### src/rtl/hashin_unpack_if.sv
// ---------------------------------------------------------------------------
// hashin_unpack_if
// Groups the two handshakes of the hashin unpacker.
//   FIFO side : hashin_fifo_dout / hashin_fifo_empty (FWFT head), hashin_fifo_re (pop)
//   Block side: blk_data / blk_valid / blk_last towards the hash core, blk_ready back
// master = the unpacker, slave = its environment (FIFO + hash core).
// ---------------------------------------------------------------------------
`timescale 1ns/1ps
interface hashin_unpack_if;
    logic [63:0]  hashin_fifo_dout;
    logic         hashin_fifo_empty;
    logic         hashin_fifo_re;
    logic [511:0] blk_data;
    logic         blk_valid;
    logic         blk_last;
    logic         blk_ready;

    modport master (
        input  hashin_fifo_dout, hashin_fifo_empty, blk_ready,
        output hashin_fifo_re, blk_data, blk_valid, blk_last
    );

    modport slave (
        output hashin_fifo_dout, hashin_fifo_empty, blk_ready,
        input  hashin_fifo_re, blk_data, blk_valid, blk_last
    );
endinterface

### src/rtl/hashin_unpack.sv
// ---------------------------------------------------------------------------
// hashin_unpack
// Pops tag-prefixed packets (TAG + HDR_WORDS x 64-bit words) from the hashin
// FIFO, assembles the block header and hands it to the hash core as two
// padded 512-bit SHA-256 message blocks.
// Ports:
//   clk, rst_n        clock, asynchronous active-low reset
//   stop              synchronous abort, returns to IDLE without counting
//   bus (master)      FIFO pop interface and block valid/ready interface
//   stop_ack_unpack   high while idle
//   hdr_cnt           headers fully delivered (wraps)
//   err_cnt           non-tag words discarded while idle (saturates)
// ---------------------------------------------------------------------------
`timescale 1ns/1ps
module hashin_unpack #(
    parameter logic [63:0] TAG       = 64'h8000000000000280,
    parameter int          HDR_WORDS = 10,
    parameter int          ERR_W     = 16
) (
    input  logic                 clk,
    input  logic                 rst_n,
    input  logic                 stop,
    hashin_unpack_if.master      bus,
    output logic                 stop_ack_unpack,
    output logic [31:0]          hdr_cnt,
    output logic [ERR_W-1:0]     err_cnt
);

    localparam int HDR_W  = 64 * HDR_WORDS;
    // Header bits left over for the second block, and the zero fill between
    // the 0x80 pad byte and the 64-bit length field.
    localparam int TAIL_W = HDR_W - 512;
    localparam int ZERO_W = 512 - TAIL_W - 8 - 64;
    localparam int CNT_W  = $clog2(HDR_WORDS);

    typedef enum logic [1:0] {IDLE, COLLECT, SEND1, SEND2} state_t;

    state_t             state, state_n;
    logic [HDR_W-1:0]   hdr;
    logic [CNT_W-1:0]   cnt;
    logic               pop;

    function automatic logic [ERR_W-1:0] sat_inc(input logic [ERR_W-1:0] v);
        return (&v) ? v : v + ERR_W'(1);
    endfunction

    assign pop = ((state == IDLE) || (state == COLLECT)) && !bus.hashin_fifo_empty && !stop;
    assign bus.hashin_fifo_re = pop;
    assign stop_ack_unpack    = (state == IDLE);

    always_comb begin
        state_n = state;
        case (state)
            IDLE:    if (pop && bus.hashin_fifo_dout == TAG) state_n = COLLECT;
            COLLECT: if (pop && cnt == CNT_W'(HDR_WORDS - 1)) state_n = SEND1;
            SEND1:   if (bus.blk_ready) state_n = SEND2;
            SEND2:   if (bus.blk_ready) state_n = IDLE;
            default: state_n = IDLE;
        endcase
        // Abort wins over any handshake completing in the same cycle.
        if (stop) state_n = IDLE;
    end

    // Outputs depend on registered state only, so data is stable under backpressure.
    always_comb begin
        bus.blk_valid = 1'b0;
        bus.blk_last  = 1'b0;
        bus.blk_data  = '0;
        case (state)
            SEND1: begin
                bus.blk_valid = 1'b1;
                bus.blk_data  = hdr[HDR_W-1 -: 512];
            end
            SEND2: begin
                bus.blk_valid = 1'b1;
                bus.blk_last  = 1'b1;
                bus.blk_data  = {hdr[TAIL_W-1:0], 8'h80, {ZERO_W{1'b0}}, 64'(HDR_W)};
            end
            default: ;
        endcase
    end

    always_ff @(posedge clk or negedge rst_n) begin
        if (!rst_n) begin
            state   <= IDLE;
            hdr     <= '0;
            cnt     <= '0;
            hdr_cnt <= '0;
            err_cnt <= '0;
        end else begin
            state <= state_n;
            if (!stop) begin
                case (state)
                    IDLE: if (pop) begin
                        if (bus.hashin_fifo_dout == TAG) cnt <= '0;
                        else                              err_cnt <= sat_inc(err_cnt);
                    end
                    // A word equal to TAG inside a packet is plain data.
                    COLLECT: if (pop) begin
                        hdr <= {hdr[HDR_W-65:0], bus.hashin_fifo_dout};
                        cnt <= cnt + CNT_W'(1);
                    end
                    SEND2: if (bus.blk_ready) hdr_cnt <= hdr_cnt + 32'd1;
                    default: ;
                endcase
            end
        end
    end

endmodule
### src/flat_wrapper.sv
// flat-port wrapper written by rule: the top's interface ports become plain ports
module hashin_unpack_flat 
#(
    parameter logic [63:0] TAG       = 64'h8000000000000280,
    parameter int          HDR_WORDS = 10,
    parameter int          ERR_W     = 16
)
  (clk, rst_n, stop, stop_ack_unpack, hdr_cnt, err_cnt, bus_hashin_fifo_dout, bus_hashin_fifo_empty, bus_blk_ready, bus_hashin_fifo_re, bus_blk_data, bus_blk_valid, bus_blk_last);
  hashin_unpack_if bus_i ();
  input  logic clk;
  input  logic rst_n;
  input  logic stop;
  output logic stop_ack_unpack;
  output logic [31:0] hdr_cnt;
  output logic [ERR_W-1:0] err_cnt;
  input wire logic [$bits(bus_i.hashin_fifo_dout)-1:0] bus_hashin_fifo_dout;
  input wire logic [$bits(bus_i.hashin_fifo_empty)-1:0] bus_hashin_fifo_empty;
  input wire logic [$bits(bus_i.blk_ready)-1:0] bus_blk_ready;
  output wire logic [$bits(bus_i.hashin_fifo_re)-1:0] bus_hashin_fifo_re;
  output wire logic [$bits(bus_i.blk_data)-1:0] bus_blk_data;
  output wire logic [$bits(bus_i.blk_valid)-1:0] bus_blk_valid;
  output wire logic [$bits(bus_i.blk_last)-1:0] bus_blk_last;
  assign bus_i.hashin_fifo_dout = bus_hashin_fifo_dout;
  assign bus_i.hashin_fifo_empty = bus_hashin_fifo_empty;
  assign bus_i.blk_ready = bus_blk_ready;
  assign bus_hashin_fifo_re = bus_i.hashin_fifo_re;
  assign bus_blk_data = bus_i.blk_data;
  assign bus_blk_valid = bus_i.blk_valid;
  assign bus_blk_last = bus_i.blk_last;
  hashin_unpack #(.TAG(TAG), .HDR_WORDS(HDR_WORDS), .ERR_W(ERR_W)) u_core (.clk(clk), .rst_n(rst_n), .stop(stop), .bus(bus_i), .stop_ack_unpack(stop_ack_unpack), .hdr_cnt(hdr_cnt), .err_cnt(err_cnt));
endmodule
### config.mk
export PLATFORM = sky130hd
export DESIGN_NAME = hashin_unpack_flat
export DESIGN_NICKNAME = d
export VERILOG_FILES = /design/src/rtl/hashin_unpack_if.sv /design/src/rtl/hashin_unpack.sv /design/src/flat_wrapper.sv
export SDC_FILE = /design/constraint.sdc
export NUM_CORES = 2
export LEC_CHECK = 0
export ABC_AREA = 1
export CORE_MARGIN = 8
export CORE_UTILIZATION = 50
export DETAILED_ROUTE_END_ITERATION = 16
export PLACE_DENSITY = 0.75
export SETUP_SLACK_MARGIN = 0.4
export SLEW_MARGIN = 20
export SYNTH_ARGS = -nofsm -noshare
export SYNTH_HDL_FRONTEND = slang
export SYNTH_SLANG_ARGS = --single-unit
### constraint.sdc
create_clock -name clk -period 3 [get_ports clk]
set_input_delay 0.6 -clock clk [delete_from_list [all_inputs] [get_ports clk]]
set_output_delay 0.6 -clock clk [all_outputs]
set_load 0.01 [all_outputs]
==> flow_summary.toml <==
[outcome]
status = "completed"

[worst_setup_path]
cp-end-kind = "output port"
arrival_ns = 2.34
critPathCapture = "bus_blk_data[157]"
cp_slowest_cell = "dfrtp_2"
reg2reg_to = "u_core.hdr[243]"
critPathMaxStageDelay_ns = 0.45
critPathLaunchType = "register"
cp_max_fo = 7
rrSetupSlack_ns = 0.61
path_class = "register to output port"
reg2reg_depth = 10
path_cells = "inv_2, ha_4, buf_12, buf_12, buf_8, buf_8, buf_16, nand2_1, inv_1, clkdlybuf4s15_1"
required_ns = 2.40
timing.rr.start = "u_core.state[1]"
critical_path.startpoint = "u_core.state[0]"

[power_and_ir_drop]
p_total_uw = 39000
combPwrFrac = 0.315
p_leak_uw = 0.0237
p_switching_uw = 13800
clock_power_share = 0.256
sw_frac_of_total = 0.354
powerDensity_mw_per_mm2 = 897
irDropWorstVdd_mv = 0.541
seqPwrFrac = 0.428
p_int_uw = 25200

[worst_hold_path]
hp-class = "register to register"

[global_routing]
grt_pass1_wl_mm = 161
antenna_found_initial = 1
overflow = 0
grt_max_degree = 82
grtUsageTotal = 0.292
grt_pass1_vias = 26744

[layout]
fin_area_mm2 = 0.0435
area_delta_synth_final_pct = 37.1
drive_above_1_share = 0.169
utilization = 0.691
fillerInstances = 4718
fin_nets = 4256
antenna_cells = 0

[cts]
cts.clk_slew.worst_paths_ns = 0.06
clockRootBuffer = "clkbuf_16"
clk_latency_ns = 0.61
htreeDepth = 3
cts_tree = "yes"
numCtsBuffers = 76
clock_path_buffers = 3
clock_sinks = 694

[drt]
drtIter0Drc = 2370
drtAntennaViolNets = 0
vias_per_cell = 5.24
first_pass_iters = 5
drc_errors = 0
drt-total-wl_mm = 109
num_vias = 26655
routedWlPerCell_um = 21.4

[floorplanning]
die-area_mm2 = 0.0718
num_rows = 92
coreArea_mm2 = 0.0630
ioPinCount = 633
dieHeight_um = 268
start_util = 0.504
die_w_um = 268

[placed_design]
port_buffers = 632
place_area_mm2 = 0.0393
place_congestion = 0.921
dp_hpwl_mm = 74.1

[timing]
hold_ws_ns = 0.481
fmax_ghz = 0.340
worst_slew_pin_slew_ns = 0.655
finalHoldViolations = 0
period_share = 0.981
drv_slew = 0
slew_headroom = 0.563
period_needed_ns = 2.94
clock_skew_ns = 0.0206
rsz0062_at_grt = "yes"
setup_viol = 0
finalSetupTns_ns = 0

[synthesis]
synth-main-ff-cell = "dfrtp_1"
synth.most_common_cell = "nand2_1"
yosysWarningCount = 0
syn_inst = 3481
yosysSeqAreaShare = 0.547
ys_ff_latch = 694
synth_edf_count = 0
yosys-top-cells-area = "dfrtp_1 55%, mux2_1 11%, nand2_1 11%, inv_1 8.2%, o21ai_1 4.1%"
synth_top_cell_area_share = 0.547
async_flop_share = 1.00
syn_area_per_cell_um2 = 9.12
ys_types = 32
yosys-top-cells-count = "915 x nand2_1, 694 x dfrtp_1, 691 x inv_1"
syn_area_mm2 = 0.0317
syn_nets = 3559
yosysTopAreaCell = "dfrtp_1"

[job]
maxCapViolations = 0
## per-stage QoR
step,std cells,setup slack [ns]
after floorplan,3481,0.804
after global placement,4859,-0.109
after detailed placement,4859,-0.162
after CTS,5054,0.0470
after global routing,5084,-0.0128
final,5084,0.0579
## layout make-up
class,instances,area (um^2),area share
Multi-Input combinational cell,1909,11400,0.262
Inverter,695,2620,0.0603
Clock inverter,34,488,0.0112
Clock buffer,104,2200,0.0505
Sequential cell,694,17400,0.399
Timing Repair Buffer,802,8370,0.192
Tap cell,846,1060,0.0243
## repair_timing
| item | CTS | global route |
|---|---|---|
| setup buffers | 30 | 22 |
| resized for setup | 1081 | 484 |
| endpoints found under the hold margin | 2 | 0 |
| endpoints found under the setup margin | 515 | 519 |
| pin swaps | 1 | 4 |
| cloned | 26 | 8 |
| hold buffers | 1 | 0 |
## critical path, delay by kind of cell, from the launching register on
kind | cells | cell delay, ns
fa+ha+maj | 1 | 0.20
buf+inv | 8 | 1.00
flops | 1 | 0.45
simple gates | 1 | 0.06
## state kept, by name, summed over array words and instances, names as in the netlist
| signal | flops |
|---|---|
| u_core.cnt | 4 |
| u_core.hdr_cnt | 32 |
| u_core.state | 2 |
| u_core.hdr | 640 |
| u_core.err_cnt | 16 |
## per-layer routing
layer	part of all wire	track usage	vias up
met5	0	0	-
met4	0.053	0.137	0
met3	0.086	0.0709	228
met2	0.48	0.485	1106
met1	0.38	0.358	13090
li1	-	-	12231
## power by group through the flow
| stage | logic (uW) | clock network, uW | registers [uW] |
|---|---|---|---|
| final | 12300 | 10000 | 16700 |
| after global routing | 13400 | 10500 | 17100 |
| after CTS | 11700 | 10100 | 16500 |
| after detailed placement | 10800 | 0 | 16600 |
| after global placement | 10500 | 0 | 16500 |
| after floorplan | 6420 | 0 | 15200 |
## worst min path at each step
stage | start | end | slack, ns | cells past startpoint
after CTS | u_core.hdr[52] | u_core.hdr[116] | 0.48 | 2
after floorplan | rst_n | u_core.cnt[0] | 0.30 | 0
after global placement | u_core.hdr[4] | u_core.hdr[68] | 0.46 | 2
after global routing | u_core.hdr[12] | u_core.hdr[76] | 0.51 | 2
final | u_core.hdr[52] | u_core.hdr[116] | 0.48 | 2
after detailed placement | u_core.hdr[52] | u_core.hdr[116] | 0.47 | 2
## cells by family (layout without fill, tap and decap cells)
logic type | count (synthesis) | in the layout | synth area share
AND/OR/NAND/NOR | 1095 | 1095 | 0.136
buffers and inverters | 878 | 1635 | 0.110
flip-flops | 694 | 694 | 0.547
AO/OA/AOI/OAI | 463 | 463 | 0.0832
multiplexers | 317 | 317 | 0.112
XOR/XNOR | 25 | 25 | 0.00690
adder cells (fa/ha/maj) | 9 | 9 | 0.00355
## cell usage in the layout (no fill, tap or decap), drive strengths merged
cell type and instances:
a21oi 3, a22o 1, buf 321, bufbuf 9
bufinv 11, clkbuf 134, clkdlybuf4s15 122, clkdlybuf4s50 118
clkinv 18, clkinvlp 2, dfrtp 694, dlygate4sd2 197
dlygate4sd3 1, dlymetal6s2s 4, ha 9, inv 698
mux2 317, nand2 915, nand3 33, nand3b 8
nand4 23, nor2 104, nor3 9, o21a 64
o21ai 267, o22ai 128, or2 3, xnor2 7
xor2 18
No activity file was read; power rests on OpenSTA's default activity.
